**config.mk**
```make
export PLATFORM = sky130hd
export DESIGN_NAME = lbox_layer_seq
export DESIGN_NICKNAME = d
export VERILOG_FILES = /design/src/rtl/lbox_layer_seq_pkg.sv /design/src/rtl/lbox_layer_seq_core.sv /design/src/rtl/lbox_layer_seq.sv
export SDC_FILE = /design/constraint.sdc
export NUM_CORES = 1
export LEC_CHECK = 0
export BUFFER_PORTS_ARGS = -buffer_cell sky130_fd_sc_hd__buf_2
export CAP_MARGIN = 0
export CORE_MARGIN = 2
export CORE_UTILIZATION = 50
export CTS_CLUSTER_SIZE = 14
export DETAILED_ROUTE_END_ITERATION = 10
export PLACE_DENSITY = 0.77
export RECOVER_POWER = 25
export SYNTH_ARGS = -nofsm -noshare
export SYNTH_HDL_FRONTEND = slang
export SYNTH_SLANG_ARGS = --single-unit
```
**constraint.sdc**
```tcl
create_clock -name i_clk -period 5 [get_ports i_clk]
set_clock_uncertainty 0.15 [all_clocks]
set_input_delay 0.5 -clock i_clk [delete_from_list [all_inputs] [get_ports i_clk]]
set_output_delay 0.5 -clock i_clk [all_outputs]
set_load 0.03 [all_outputs]
```
**src/rtl/lbox_layer_seq_pkg.sv**
```systemverilog
// Shared constants, FSM state type and bit-order helpers for the Clyde-128 L-box layer.
package lbox_layer_seq_pkg;

  localparam int STATE_W = 128;
  localparam int WORD_W  = 32;

  // Forward L-box rotation amounts (right rotations)
  localparam int unsigned LB_R0 = 12;
  localparam int unsigned LB_R1 = 3;
  localparam int unsigned LB_R2 = 17;
  localparam int unsigned LB_R3 = 31;
  localparam int unsigned LB_R4 = 26;
  localparam int unsigned LB_R5 = 25;
  localparam int unsigned LB_R6 = 15;

  // Inverse L-box rotation amounts (right rotations)
  localparam int unsigned LI_R0 = 25;
  localparam int unsigned LI_R1 = 31;
  localparam int unsigned LI_R2 = 20;
  localparam int unsigned LI_R3 = 26;
  localparam int unsigned LI_R4 = 17;
  localparam int unsigned LI_R5 = 16;

  localparam logic PASS_LAST = 1'b1;

  typedef enum logic [1:0] {
    IDLE = 2'd0,
    RUN  = 2'd1,
    DONE = 2'd2
  } fsm_e;

  function automatic logic [WORD_W-1:0] rotr(input logic [WORD_W-1:0] v, input int unsigned n);
    return (v >> n) | (v << (WORD_W - n));
  endfunction

  // Full 32-bit reverse followed by a byte swap leaves every byte in place, bit-reversed.
  function automatic logic [WORD_W-1:0] byte_bitrev(input logic [WORD_W-1:0] w);
    logic [WORD_W-1:0] r;
    for (int i = 0; i < WORD_W; i++) r[i] = w[WORD_W-1-i];
    return {r[7:0], r[15:8], r[23:16], r[31:24]};
  endfunction

  function automatic logic [STATE_W-1:0] state_conv(input logic [STATE_W-1:0] s);
    return {byte_bitrev(s[127:96]), byte_bitrev(s[95:64]),
            byte_bitrev(s[63:32]), byte_bitrev(s[31:0])};
  endfunction

endpackage

```
**src/rtl/lbox_layer_seq_core.sv**
```systemverilog
// Combinational Clyde-128 L-box on one word pair; i_mode selects forward (0) or inverse (1).
module lbox_layer_seq_core
  import lbox_layer_seq_pkg::*;
(
  input  logic [WORD_W-1:0] i_x,
  input  logic [WORD_W-1:0] i_y,
  input  logic              i_mode,
  output logic [WORD_W-1:0] o_a,
  output logic [WORD_W-1:0] o_b
);

  logic [WORD_W-1:0] w_fa0, w_fb0, w_fa1, w_fb1, w_fa2, w_fb2, w_fc, w_fd, w_fa, w_fb;
  logic [WORD_W-1:0] w_ia0, w_ib0, w_ic0, w_id0, w_ia1, w_ib1, w_ic1, w_id1, w_ia2, w_ib2;

  assign w_fa0 = i_x ^ rotr(i_x, LB_R0);
  assign w_fb0 = i_y ^ rotr(i_y, LB_R0);
  assign w_fa1 = w_fa0 ^ rotr(w_fa0, LB_R1);
  assign w_fb1 = w_fb0 ^ rotr(w_fb0, LB_R1);
  assign w_fa2 = w_fa1 ^ rotr(i_x, LB_R2);
  assign w_fb2 = w_fb1 ^ rotr(i_y, LB_R2);
  assign w_fc  = w_fa2 ^ rotr(w_fa2, LB_R3);
  assign w_fd  = w_fb2 ^ rotr(w_fb2, LB_R3);
  // The two halves cross-couple here: each output mixes in the other word's c/d term
  assign w_fa  = w_fa2 ^ rotr(w_fd, LB_R4) ^ rotr(w_fc, LB_R6);
  assign w_fb  = w_fb2 ^ rotr(w_fc, LB_R5) ^ rotr(w_fd, LB_R6);

  assign w_ia0 = i_x ^ rotr(i_x, LI_R0);
  assign w_ib0 = i_y ^ rotr(i_y, LI_R0);
  assign w_ic0 = i_x ^ rotr(w_ia0, LI_R1) ^ rotr(w_ia0, LI_R2);
  assign w_id0 = i_y ^ rotr(w_ib0, LI_R1) ^ rotr(w_ib0, LI_R2);
  assign w_ia1 = w_ic0 ^ rotr(w_ic0, LI_R1);
  assign w_ib1 = w_id0 ^ rotr(w_id0, LI_R1);
  assign w_ic1 = w_ic0 ^ rotr(w_ib1, LI_R3);
  assign w_id1 = w_id0 ^ rotr(w_ia1, LI_R0);
  assign w_ia2 = w_ia1 ^ rotr(w_ic1, LI_R4);
  assign w_ib2 = w_ib1 ^ rotr(w_id1, LI_R4);

  assign o_a = i_mode ? rotr(w_ia2, LI_R5) : w_fa;
  assign o_b = i_mode ? rotr(w_ib2, LI_R5) : w_fb;

endmodule

```
**src/rtl/lbox_layer_seq.sv**
```systemverilog
// Handshaked Clyde-128 L-box layer; LANES=2 transforms both pairs at once, LANES=1 reuses one core
// over two passes. Entry/exit byte bit-reversal is selectable with BYTE_REV.
module lbox_layer_seq
  import lbox_layer_seq_pkg::*;
#(
  parameter int LANES    = 2,
  parameter bit BYTE_REV = 1'b1
) (
  input  logic               i_clk,
  input  logic               i_rst,
  input  logic               i_din_valid,
  output logic               o_din_ready,
  input  logic [STATE_W-1:0] i_din,
  input  logic               i_mode,
  output logic               o_dout_valid,
  input  logic               i_dout_ready,
  output logic [STATE_W-1:0] o_dout,
  output logic               o_busy
);

  fsm_e               r_fsm, w_fsm_nxt;
  logic               r_pass;
  logic [STATE_W-1:0] r_dout;
  logic               w_din_ready, w_accept, w_load_dout;
  logic [STATE_W-1:0] w_din_conv, w_result, w_dout_nxt;

  if (BYTE_REV) begin : g_conv
    assign w_din_conv = state_conv(i_din);
    assign w_dout_nxt = state_conv(w_result);
  end else begin : g_noconv
    assign w_din_conv = i_din;
    assign w_dout_nxt = w_result;
  end

  if (LANES == 2) begin : g_lanes2
    logic [WORD_W-1:0] w_a1, w_b1, w_a0, w_b0;

    lbox_layer_seq_core u_core_hi (
      .i_x(w_din_conv[127:96]), .i_y(w_din_conv[95:64]), .i_mode(i_mode),
      .o_a(w_a1), .o_b(w_b1)
    );
    lbox_layer_seq_core u_core_lo (
      .i_x(w_din_conv[63:32]), .i_y(w_din_conv[31:0]), .i_mode(i_mode),
      .o_a(w_a0), .o_b(w_b0)
    );

    assign w_result    = {w_a1, w_b1, w_a0, w_b0};
    assign w_load_dout = w_accept;
  end else if (LANES == 1) begin : g_lanes1
    logic [STATE_W-1:0] r_work;
    logic               r_mode;
    logic [WORD_W-1:0]  w_x, w_y, w_a, w_b;
    logic               w_cmode;

    // Pass 0 works straight off the input; pass 1 finishes the lower pair from the working register
    assign w_x     = r_pass ? r_work[63:32] : w_din_conv[127:96];
    assign w_y     = r_pass ? r_work[31:0]  : w_din_conv[95:64];
    assign w_cmode = r_pass ? r_mode        : i_mode;

    lbox_layer_seq_core u_core (
      .i_x(w_x), .i_y(w_y), .i_mode(w_cmode), .o_a(w_a), .o_b(w_b)
    );

    always_ff @(posedge i_clk or posedge i_rst) begin
      if (i_rst) begin
        r_work <= '0;
        r_mode <= 1'b0;
      end else if (w_accept) begin
        r_work <= {w_a, w_b, w_din_conv[63:0]};
        r_mode <= i_mode;
      end
    end

    assign w_result    = {r_work[127:64], w_a, w_b};
    assign w_load_dout = (r_fsm == RUN);
  end else begin : g_bad_lanes
    $error("lbox_layer_seq: LANES must be 1 or 2");
  end

  assign w_accept = i_din_valid & w_din_ready;

  always_comb begin
    w_fsm_nxt   = r_fsm;
    w_din_ready = 1'b0;
    case (r_fsm)
      IDLE: begin
        w_din_ready = 1'b1;
        if (i_din_valid) begin
          if (LANES == 2) w_fsm_nxt = DONE;
          else            w_fsm_nxt = RUN;
        end
      end
      RUN: begin
        if (r_pass == PASS_LAST) w_fsm_nxt = DONE;
      end
      DONE: begin
        if (i_dout_ready) begin
          w_din_ready = 1'b1;
          if (!i_din_valid)    w_fsm_nxt = IDLE;
          else if (LANES == 2) w_fsm_nxt = DONE;
          else                 w_fsm_nxt = RUN;
        end
      end
      default: w_fsm_nxt = IDLE;
    endcase
  end

  always_ff @(posedge i_clk or posedge i_rst) begin
    if (i_rst) begin
      r_fsm  <= IDLE;
      r_pass <= 1'b0;
      r_dout <= '0;
    end else begin
      r_fsm <= w_fsm_nxt;
      if (w_accept)          r_pass <= (LANES == 1);
      else if (r_fsm == RUN) r_pass <= 1'b0;
      if (w_load_dout)       r_dout <= w_dout_nxt;
    end
  end

  assign o_din_ready  = w_din_ready;
  assign o_dout_valid = (r_fsm == DONE);
  assign o_busy       = (r_fsm != IDLE);
  assign o_dout       = r_dout;

endmodule

```
* Word-level counts from Yosys, hierarchy flattened
Cells that the tools add are included.
Cells by class: $add $sub $neg 0, multipliers 0, divide/modulo/power cells 0, magnitude comparators 0, eq/ne operators 5, shift operators 0, multiplexer cells 13, bitwise gates (word level) 101, reduce and logical (&&, ||, !) cells 4
Operators by type and width (count):
- bitwise XOR 32 bit | 48
- bitwise OR 1 x 32 -> 32 bit | 12
- bitwise OR 15 x 32 -> 32 bit | 8
- bitwise OR 7 x 32 -> 32 bit | 8
- 2-to-1 mux 32 bit | 4
- bitwise OR 12 x 32 -> 32 bit | 4
- bitwise OR 16 x 32 -> 32 bit | 4
- bitwise OR 17 x 32 -> 32 bit | 4
- bitwise OR 20 x 32 -> 32 bit | 4
- bitwise OR 29 x 32 -> 32 bit | 4
- bitwise OR 6 x 32 -> 32 bit | 4
- 2-to-1 mux 2 bit | 4
- case mux 2 bit (3 select lines) | 1
- != test 2 bit, second input constant | 2
- nonzero test 2 bit | 2
- 2-to-1 mux 1 bit | 3
- AND reduction 3 bit | 1
- equality test 2 x 1 -> 1 bit, second input constant | 1
- equality test 2 bit, second input constant | 1
- zero test 2 bit | 1
- != test 2 x 1 -> 1 bit, second input constant | 1
- case mux 1 bit (2 select lines) | 1
- AND 1 bit | 1
Word-level totals: bits in registers 131, latch bits 0, bits in writable memories 0, bits in read-only memories 0, bits of input ports 133, output and inout port bits 131, word-level logic and storage cells 126, memories kept 0

* Logic depth before layout (Yosys ltp)
Gate-level depths: netlist of the first run.
depth after elaboration 13, depth in mapped cells 8, depth with buffers taken out 6

* Hierarchy
From an unflattened synthesis of the first run, not the netlist that was laid out.
Unflattened totals: cell total of the unflattened synthesis 1622, area, all modules 25539.5 um2
Modules (own cells, without submodules):
- lbox_layer_seq_core | instances 2, cells each 673, area an instance 10093.4 um2, sequential area each 0.0 um2
- lbox_layer_seq | instances 1, cells each 276, area an instance 5352.6 um2, sequential area each 3228.1 um2

* Worst setup path after synthesis of the first run
No wires, ideal clock.
kind input to register, start point in i_din[93], end point reg r_dout[90], in the netlist o_dout[90], library setup time 0.077 ns, arrival 2.334 ns, data required time 4.773 ns, path slack 2.439 ns, stages 7, buffers on the path 1, cells stage by stage buf_2 xnor3_1 xnor2_2 xnor2_1 xnor3_1 mux2_2 o21ai_1
Between the ends: word-level cells in the longest chain between the ends 10, elaborated cells on any way between the ends 17, those cells by class 1 x mux; 16 x bitwise
Ends and longest elaborated chain:
- start, declared | line lbox_layer_seq.sv:13 | input logic [STATE_W-1:0] i_din,
- bitwise OR 20 x 32 -> 32 bit | line lbox_layer_seq_pkg.sv:33 | return (v >> n) | (v << (WORD_W - n));
- bitwise XOR 32 bit | line lbox_layer_seq_core.sv:16 | assign w_fb0 = i_y ^ rotr(i_y, LB_R0);
- bitwise OR 29 x 32 -> 32 bit | line lbox_layer_seq_pkg.sv:33
- bitwise XOR 32 bit | line lbox_layer_seq_core.sv:18 | assign w_fb1 = w_fb0 ^ rotr(w_fb0, LB_R1);
- bitwise XOR 32 bit | line lbox_layer_seq_core.sv:20 | assign w_fb2 = w_fb1 ^ rotr(i_y, LB_R2);
- bitwise OR 1 x 32 -> 32 bit | line lbox_layer_seq_pkg.sv:33
- bitwise XOR 32 bit | line lbox_layer_seq_core.sv:22 | assign w_fd = w_fb2 ^ rotr(w_fb2, LB_R3);
- bitwise OR 17 x 32 -> 32 bit | line lbox_layer_seq_pkg.sv:33
- bitwise XOR 32 bit | line lbox_layer_seq_core.sv:25 | assign w_fb = w_fb2 ^ rotr(w_fc, LB_R5) ^ rotr(w_fd, LB_R6);
- 2-to-1 mux 32 bit (*) | line lbox_layer_seq_core.sv:39 | assign o_b = i_mode ? rotr(w_ib2, LI_R5) : w_fb;
- end signal, assigned | line lbox_layer_seq.sv:117 | if (w_load_dout) r_dout <= w_dout_nxt;
- end, declared | line lbox_layer_seq.sv:23 | logic [STATE_W-1:0] r_dout;
Every way passes the cells marked *; elsewhere a longest branch is shown, timed or not. A chain may end at the register's enable or synchronous reset.

* Worst setup path after layout of the first run
start point in i_din[3], end point reg r_dout[17], in the netlist o_dout[17]
Between the ends: word-level cells in the longest chain between the ends 9, elaborated cells on any way between the ends 20, those cells by class 1 x mux; 19 x bitwise
Ends and longest elaborated chain:
- bitwise XOR 32 bit or bitwise OR 7 x 32 -> 32 bit (tied branches) | line lbox_layer_seq_core.sv:28, lbox_layer_seq_pkg.sv:33
- bitwise OR 1 x 32 -> 32 bit or bitwise XOR 32 bit (tied branches) | line lbox_layer_seq_pkg.sv:33, lbox_layer_seq_core.sv:28
- bitwise XOR 32 bit or bitwise OR 12 x 32 -> 32 bit (tied branches) | line lbox_layer_seq_core.sv:30, lbox_layer_seq_pkg.sv:33
- bitwise XOR 32 bit | line lbox_layer_seq_core.sv:30 | assign w_id0 = i_y ^ rotr(w_ib0, LI_R1) ^ rotr(w_ib0, LI_R2);
- bitwise OR 1 x 32 -> 32 bit or bitwise XOR 32 bit (tied branches) | line lbox_layer_seq_pkg.sv:33, lbox_layer_seq_core.sv:34
- bitwise XOR 32 bit or bitwise OR 15 x 32 -> 32 bit (tied branches) | line lbox_layer_seq_core.sv:32, lbox_layer_seq_pkg.sv:33
- bitwise XOR 32 bit | line lbox_layer_seq_core.sv:36 | assign w_ib2 = w_ib1 ^ rotr(w_id1, LI_R4);
- bitwise OR 16 x 32 -> 32 bit | line lbox_layer_seq_pkg.sv:33
- 2-to-1 mux 32 bit (*) | line lbox_layer_seq_core.sv:39
Marked as above.

==> results of run 1 <==
## power groups by stage
stage	logic, µW	clock network [µW]	registers [µW]
after global routing	13300	1390	2030
after detailed placement	12600	0	1990
final	12800	1340	2010
after global placement	12500	0	1990
after CTS	12600	1350	1990
after floorplan	8310	0	2820
## kinds of logic (layout without fill, tap and decap cells)
family	after synthesis	count (layout)	synth area share [%]
AOI/OAI and AO/OA	149	149	3.66
and+or+nand+nor	179	179	3.13
DFF	129	129	13.4
xor gates and xnor gates	1118	1118	71.3
muxes	98	98	4.17
other	0	1	0
buffers and inverters	174	308	4.36
## cell type report
cell class,instances,area (µm²)
inverters,2,12.5
multi-input cells,1544,19900
flip-flops and latches,129,3230
clock inverters,11,128
well taps,615,769
diodes,1,2.50
clock buffers,20,467
fillers,4002,21800
repair buffers,275,1410
## sequential cells by signal, indices dropped and copies added (netlist names)
signal  flops
o_dout    128
r_fsm       1
## cells in the mapped netlist, types with 5 or more instances
cell      number
a22oi_1       16
and2_1        19
and3_1         7
buf_1          5
buf_2         55
buf_4         64
buf_6         12
clkbuf_1      36
dfrtp_1      129
mux2_2        16
mux2i_1       81
nand2_1      113
nor2_1        29
nor3_1         8
o211ai_1      27
o21ai_0       49
o21ai_1       46
xnor2_1      397
xnor2_2       62
xnor3_1      406
xnor3_2        6
xor2_1       127
xor2_2        76
xor2_4         9
xor3_1        31
## routing by layer
layer	routed length [µm]	vias up	global-route usage, %
li1	-	6359	-
met4	4680	2	16.6
met1	34600	7851	48.5
met5	16	-	0
met3	9150	216	7.58
met2	40100	1057	55.0
## critical path, delay by kind of cell
family	cells	cell delay (ns)
AOI/OAI and AO/OA	1	0.14
xor gates and xnor gates	4	2.01
muxes	1	0.43
buffers and inverters	1	0.25
## metrics by stage
stage               setup WS (ns)  hold WS [ns]  util, %  power (µW)
global route                 1.93         0.118     54.3       16700
floorplan                   0.909         0.458        -       11100
CTS                          1.95        0.0828     54.3       16000
finish                       1.85        0.0598     54.3       16200
global placement             1.40         0.312     53.1       14500
detailed placement           1.41         0.316     53.1       14500
## worst paths after layout
check	from	to	cells past startpoint
max	i_din[3]	o_dout[17]$_DFFE_PP0P_	7
min	i_rst	o_dout[6]$_DFFE_PP0P_	2
max reg2reg	r_fsm[1]$_DFFE_PP0P_	o_dout[0]$_DFFE_PP0P_	7
min reg2reg	o_dout[83]$_DFFE_PP0P_	o_dout[83]$_DFFE_PP0P_	2
max in group asynchronous	i_rst	o_dout[93]$_DFFE_PP0P_	3
min in group i_clk	i_din_valid	r_fsm[1]$_DFFE_PP0P_	2
==> impl_metrics.yaml, run 1 <==
run_status:
  status: "finished clean"
drt:
  wl_per_cell_um: 34.1
  vias: 15500
  drt_iter0_drc: 1834
  drc: 0
  ant_nets: 0
  post_drt_via_cell_ratio: 5.96
  wl_um: 88500
  firstDrtPassIters: 8
logic_synthesis:
  ys_seq_area_share_pct: 13.4
  synth.distinct_cells: 36
  syn_area_um2: 24100
  synth_top_area_share_pct: 37.9
  synthCells: 1847
  synthTopCellsByArea: "xnor3_1 (38%), xnor2_1 (14%), dfrtp_1 (13%)"
  yosysTopAreaCell: "xnor3_1"
  yosysWarnings: 0
  async_reset_ff_share_pct: 100
  synth_edf_count: 0
  postSynthAreaPerCell_um2: 13.1
  ys_ff_latch: 129
  synthFlopType: "dfrtp_1"
  synth_nets: 1980
clocking:
  cts_sinks: 129
  cts_tree: "done"
  cts_buffer_depth: 2
  cts_root_buf: "clkbuf_16"
  cts_setup_buffers: 0
  post_cts_resized: 0
  holdBufCountCts: 0
  cts_max_level: 4
  clock_latency_ns: 0.48
  cts.clk_slew.worst_paths_ns: 0.06
  numCtsBuffers: 17
sta:
  setup-tns-final_ns: 0
  worst_pin_slew_ns: 1.03
  setup_viol: 0
  rsz0062_at_grt: "false"
  fmax_mhz: 317
  layout_min_cycle_time_ns: 3.15
  min_period_over_period_pct: 63.0
  finalHoldViolCount: 0
  slew_violations: 0
  slew_headroom_pct: 31.2
worst_setup_path:
  crit_chain: "buf_2 -> xnor3_1 -> xnor2_1 -> xnor2_1 -> xnor3_1 -> mux2i_1 -> o21ai_0"
  crit_slowest_cell: "xnor2_1"
  worst-path-max-fanout: 6
  worst-r2r-setup-slack_ns: 2.59
  critPathCaptureType: "register"
  critPathArrivalTime_ns: 3.33
  worstPathRequired_ns: 5.18
  crit_type: "primary input to register"
  max_stage_delay_ns: 0.69
  crit_path_start_kind: "primary input"
layout:
  final_area_um2: 25900
  layout_commonest_cell: "xnor3_1"
  area_growth_pct: 7.25
  final_cell_mix: "xnor3_1 (406), xnor2_1 (397), buf_2 (254), dfrtp_1 (129), xor2_1 (127)"
  fin_cells: 2597
  final_nets: 2102
  drive_gt1_share_pct: 24.2
floorplanning:
  die_x_um: 224
  die_area_um2: 50000
  initial_utilization_pct: 50.6
  rows: 80
  fp.dieH_um: 224
  io_pins: 264
  coreArea_um2: 47600
power_and_ir_drop:
  p_switching_uw: 7900
  p_clk_share_pct: 8.3
  switching_share_pct: 48.8
  ir_drop_uv: 470
  p_seq_share_pct: 12.4
  combPwrFrac_pct: 79.3
  leakage_uw: 0.0135
  intPower_uw: 8270
  power.density_nw_per_um2: 625
global_route:
  gr-total-overflow: 0
  track_usage_pct: 35.7
  grt_pass1_wl_um: 122000
  grt_max_degree: 172
  grt_pass1_vias: 15500
  grt_antenna_before_repair: 2
place:
  dpl_cell_area_um2: 25300
  dp_hpwl_um: 72800
  port_buffers: 263
  dp.cells: 2565
  place.gp.congestion: 1.03
flow_run:
  max_cap_viol_count: 0
min_path:
  hold_path.class: "primary input to async pin"
Note: power is estimated with default switching activity, not from simulation.
==> inputs of run 2 (changes only) <==
==> constraint.sdc (replaced) <==
create_clock -name i_clk -period 2.9 [get_ports i_clk]
set_clock_uncertainty 0.15 [all_clocks]
set_input_delay 0.29 -clock i_clk [delete_from_list [all_inputs] [get_ports i_clk]]
set_output_delay 0.29 -clock i_clk [all_outputs]
set_load 0.03 [all_outputs]
==> run 2 against run 1 <==
  * The run now ends with max-capacitance violations, max-slew violations left
  * Power grew 80%
  * Via count is 5.7% higher
  * Worst hold slack improved by 0.070 ns
  * Sequential power up 77%
  * Critical endpoint is now o_dout[14]$_DFFE_PP0P_
  * Highest routed layer unchanged
==> impl_metrics.yaml, run 2 (synthesized netlist as in run 1, its figures left out) <==
power_and_ir_drop:
  ir_drop_uv: 945
  leakage_uw: 0.0144
  power.density_nw_per_um2: 1060
global_route:
  track_usage_pct: 34.7
  grt_pass1_wl_um: 122000
  grt_antenna_before_repair: 4
  grt_pass1_vias: 16700
  grt_max_degree: 162
  gr-total-overflow: 0
worst_setup_path:
  crit_path_start_kind: "primary input"
  r2r_cells: 7
  worst-path-max-fanout: 6
  critPathArrivalTime_ns: 2.69
  crit_type: "primary input to register"
  worstPathRequired_ns: 3.04
  critPathCaptureType: "register"
layout:
  final_cell_mix: "xnor3_1 (406), xnor2_1 (397), buf_4 (224), buf_2 (217), dfrtp_1 (129)"
  largest_reg_flops: 128
  utilization_pct: 57.7
  final_area_um2: 27500
  drive_gt1_share_pct: 29.8
  final_nets: 2319
  area_growth_pct: 14.0
  layout_commonest_cell: "xnor3_1"
  fin_cells: 2814
drt:
  vias: 16400
  firstDrtPassIters: 7
  drt_iter0_drc: 2136
  drc: 0
  wl_um: 86200
  wl_per_cell_um: 30.6
  ant_nets: 0
  post_drt_via_cell_ratio: 5.81
run_status:
  violations: "max-capacitance violations, max-slew violations"
  status: "finished with violations"
sta:
  layout_min_cycle_time_ns: 2.54
  finalHoldViolCount: 0
  worst_pin_slew_ns: 1.73
  worst_slack_ns: 0.356
  fmax_mhz: 393
  rsz0062_at_grt: "false"
  slew_headroom_pct: -15.7
  min_period_over_period_pct: 87.7
  slew_violations: 34
  setup_viol: 0
floorplanning:
  rows: 80
  fp.dieH_um: 224
  die_x_um: 224
  initial_utilization_pct: 50.6
  die_area_um2: 50000
  io_pins: 264
  coreArea_um2: 47600
clocking:
  cts_sinks: 129
  cts_buffer_depth: 2
  cts.clk_slew.worst_paths_ns: 0.06
  post_cts_resized: 0
  cts_root_buf: "clkbuf_16"
  cts_max_level: 4
  clock_latency_ns: 0.43
  numCtsBuffers: 17
  cts_tree: "done"
place:
  place_ws_ns: -0.0405
  place.gp.congestion: 1.07
  port_buffers: 263
  dp.cells: 2780
  dpl_cell_area_um2: 26900
  dp_hpwl_um: 71900
min_path:
  hold_depth: 3
  hold_path.class: "primary input to register"
flow_run:
  max_cap_viol_count: 1
run 2: timing repair:
action | in CTS | in global routing
hold buffers | 2 | 0
buffers inserted | 0 | 0
endpoints found under the hold margin | 30 | 0
run 2: layout make-up:
class / instances / area (µm²)
fillers: 3897 / 20100
multi-input cells: 1544 / 19900
flip-flops and latches: 129 / 3230
repair buffers: 492 / 3020
well taps: 615 / 769
clock buffers: 21 / 460
clock inverters: 10 / 149
inverters: 2 / 8.76
diodes: 1 / 2.50
run 2: power breakdown:
part           switching, µW  internal (µW)  leakage (µW)
logic                  11800          11400        0.0125
registers                871           2680       0.00159
clock network            937           1410      0.000291
run 2: worst paths after layout:
check	startpoint	end	slack, ns
max reg2reg	r_fsm[1]$_DFFE_PP0P_	o_dout[81]$_DFFE_PP0P_	0.46
max in group asynchronous	i_rst	o_dout[32]$_DFFE_PP0P_	0.61
min reg2reg	o_dout[33]$_DFFE_PP0P_	o_dout[33]$_DFFE_PP0P_	0.33
min	i_dout_ready	r_fsm[1]$_DFFE_PP0P_	0.13
min in group asynchronous	i_rst	o_dout[2]$_DFFE_PP0P_	0.66
max	i_din[16]	o_dout[14]$_DFFE_PP0P_	0.36
run 2: per-stage QoR:
step | TNS [ns] | hold slack (ns) | power [µW]
after floorplan | 0 | 0.248 | 19200
after global placement | -0.0523 | 0.311 | 26000
after detailed placement | -0.116 | 0.318 | 26200
after CTS | 0 | 0.140 | 28700
after global routing | 0 | 0.167 | 30000
final | 0 | 0.130 | 29100
run 2: critical path, cell delays in order:
cell	delay, ns
buf_2	0.21
xnor3_1	0.44
xnor2_1	0.52
xnor2_1	0.20
buf_4	0.18
xnor3_1	0.30
mux2i_1	0.32
buf_4	0.17
o21ai_1	0.05
run 2: per-layer routing:
layer,global-route usage (%),up-vias,routed length [µm]
met2,54.2,1136,39500
met1,45.6,8210,32100
met3,6.95,219,9040
met4,19.0,2,5560
li1,-,6794,-
met5,0,-,13
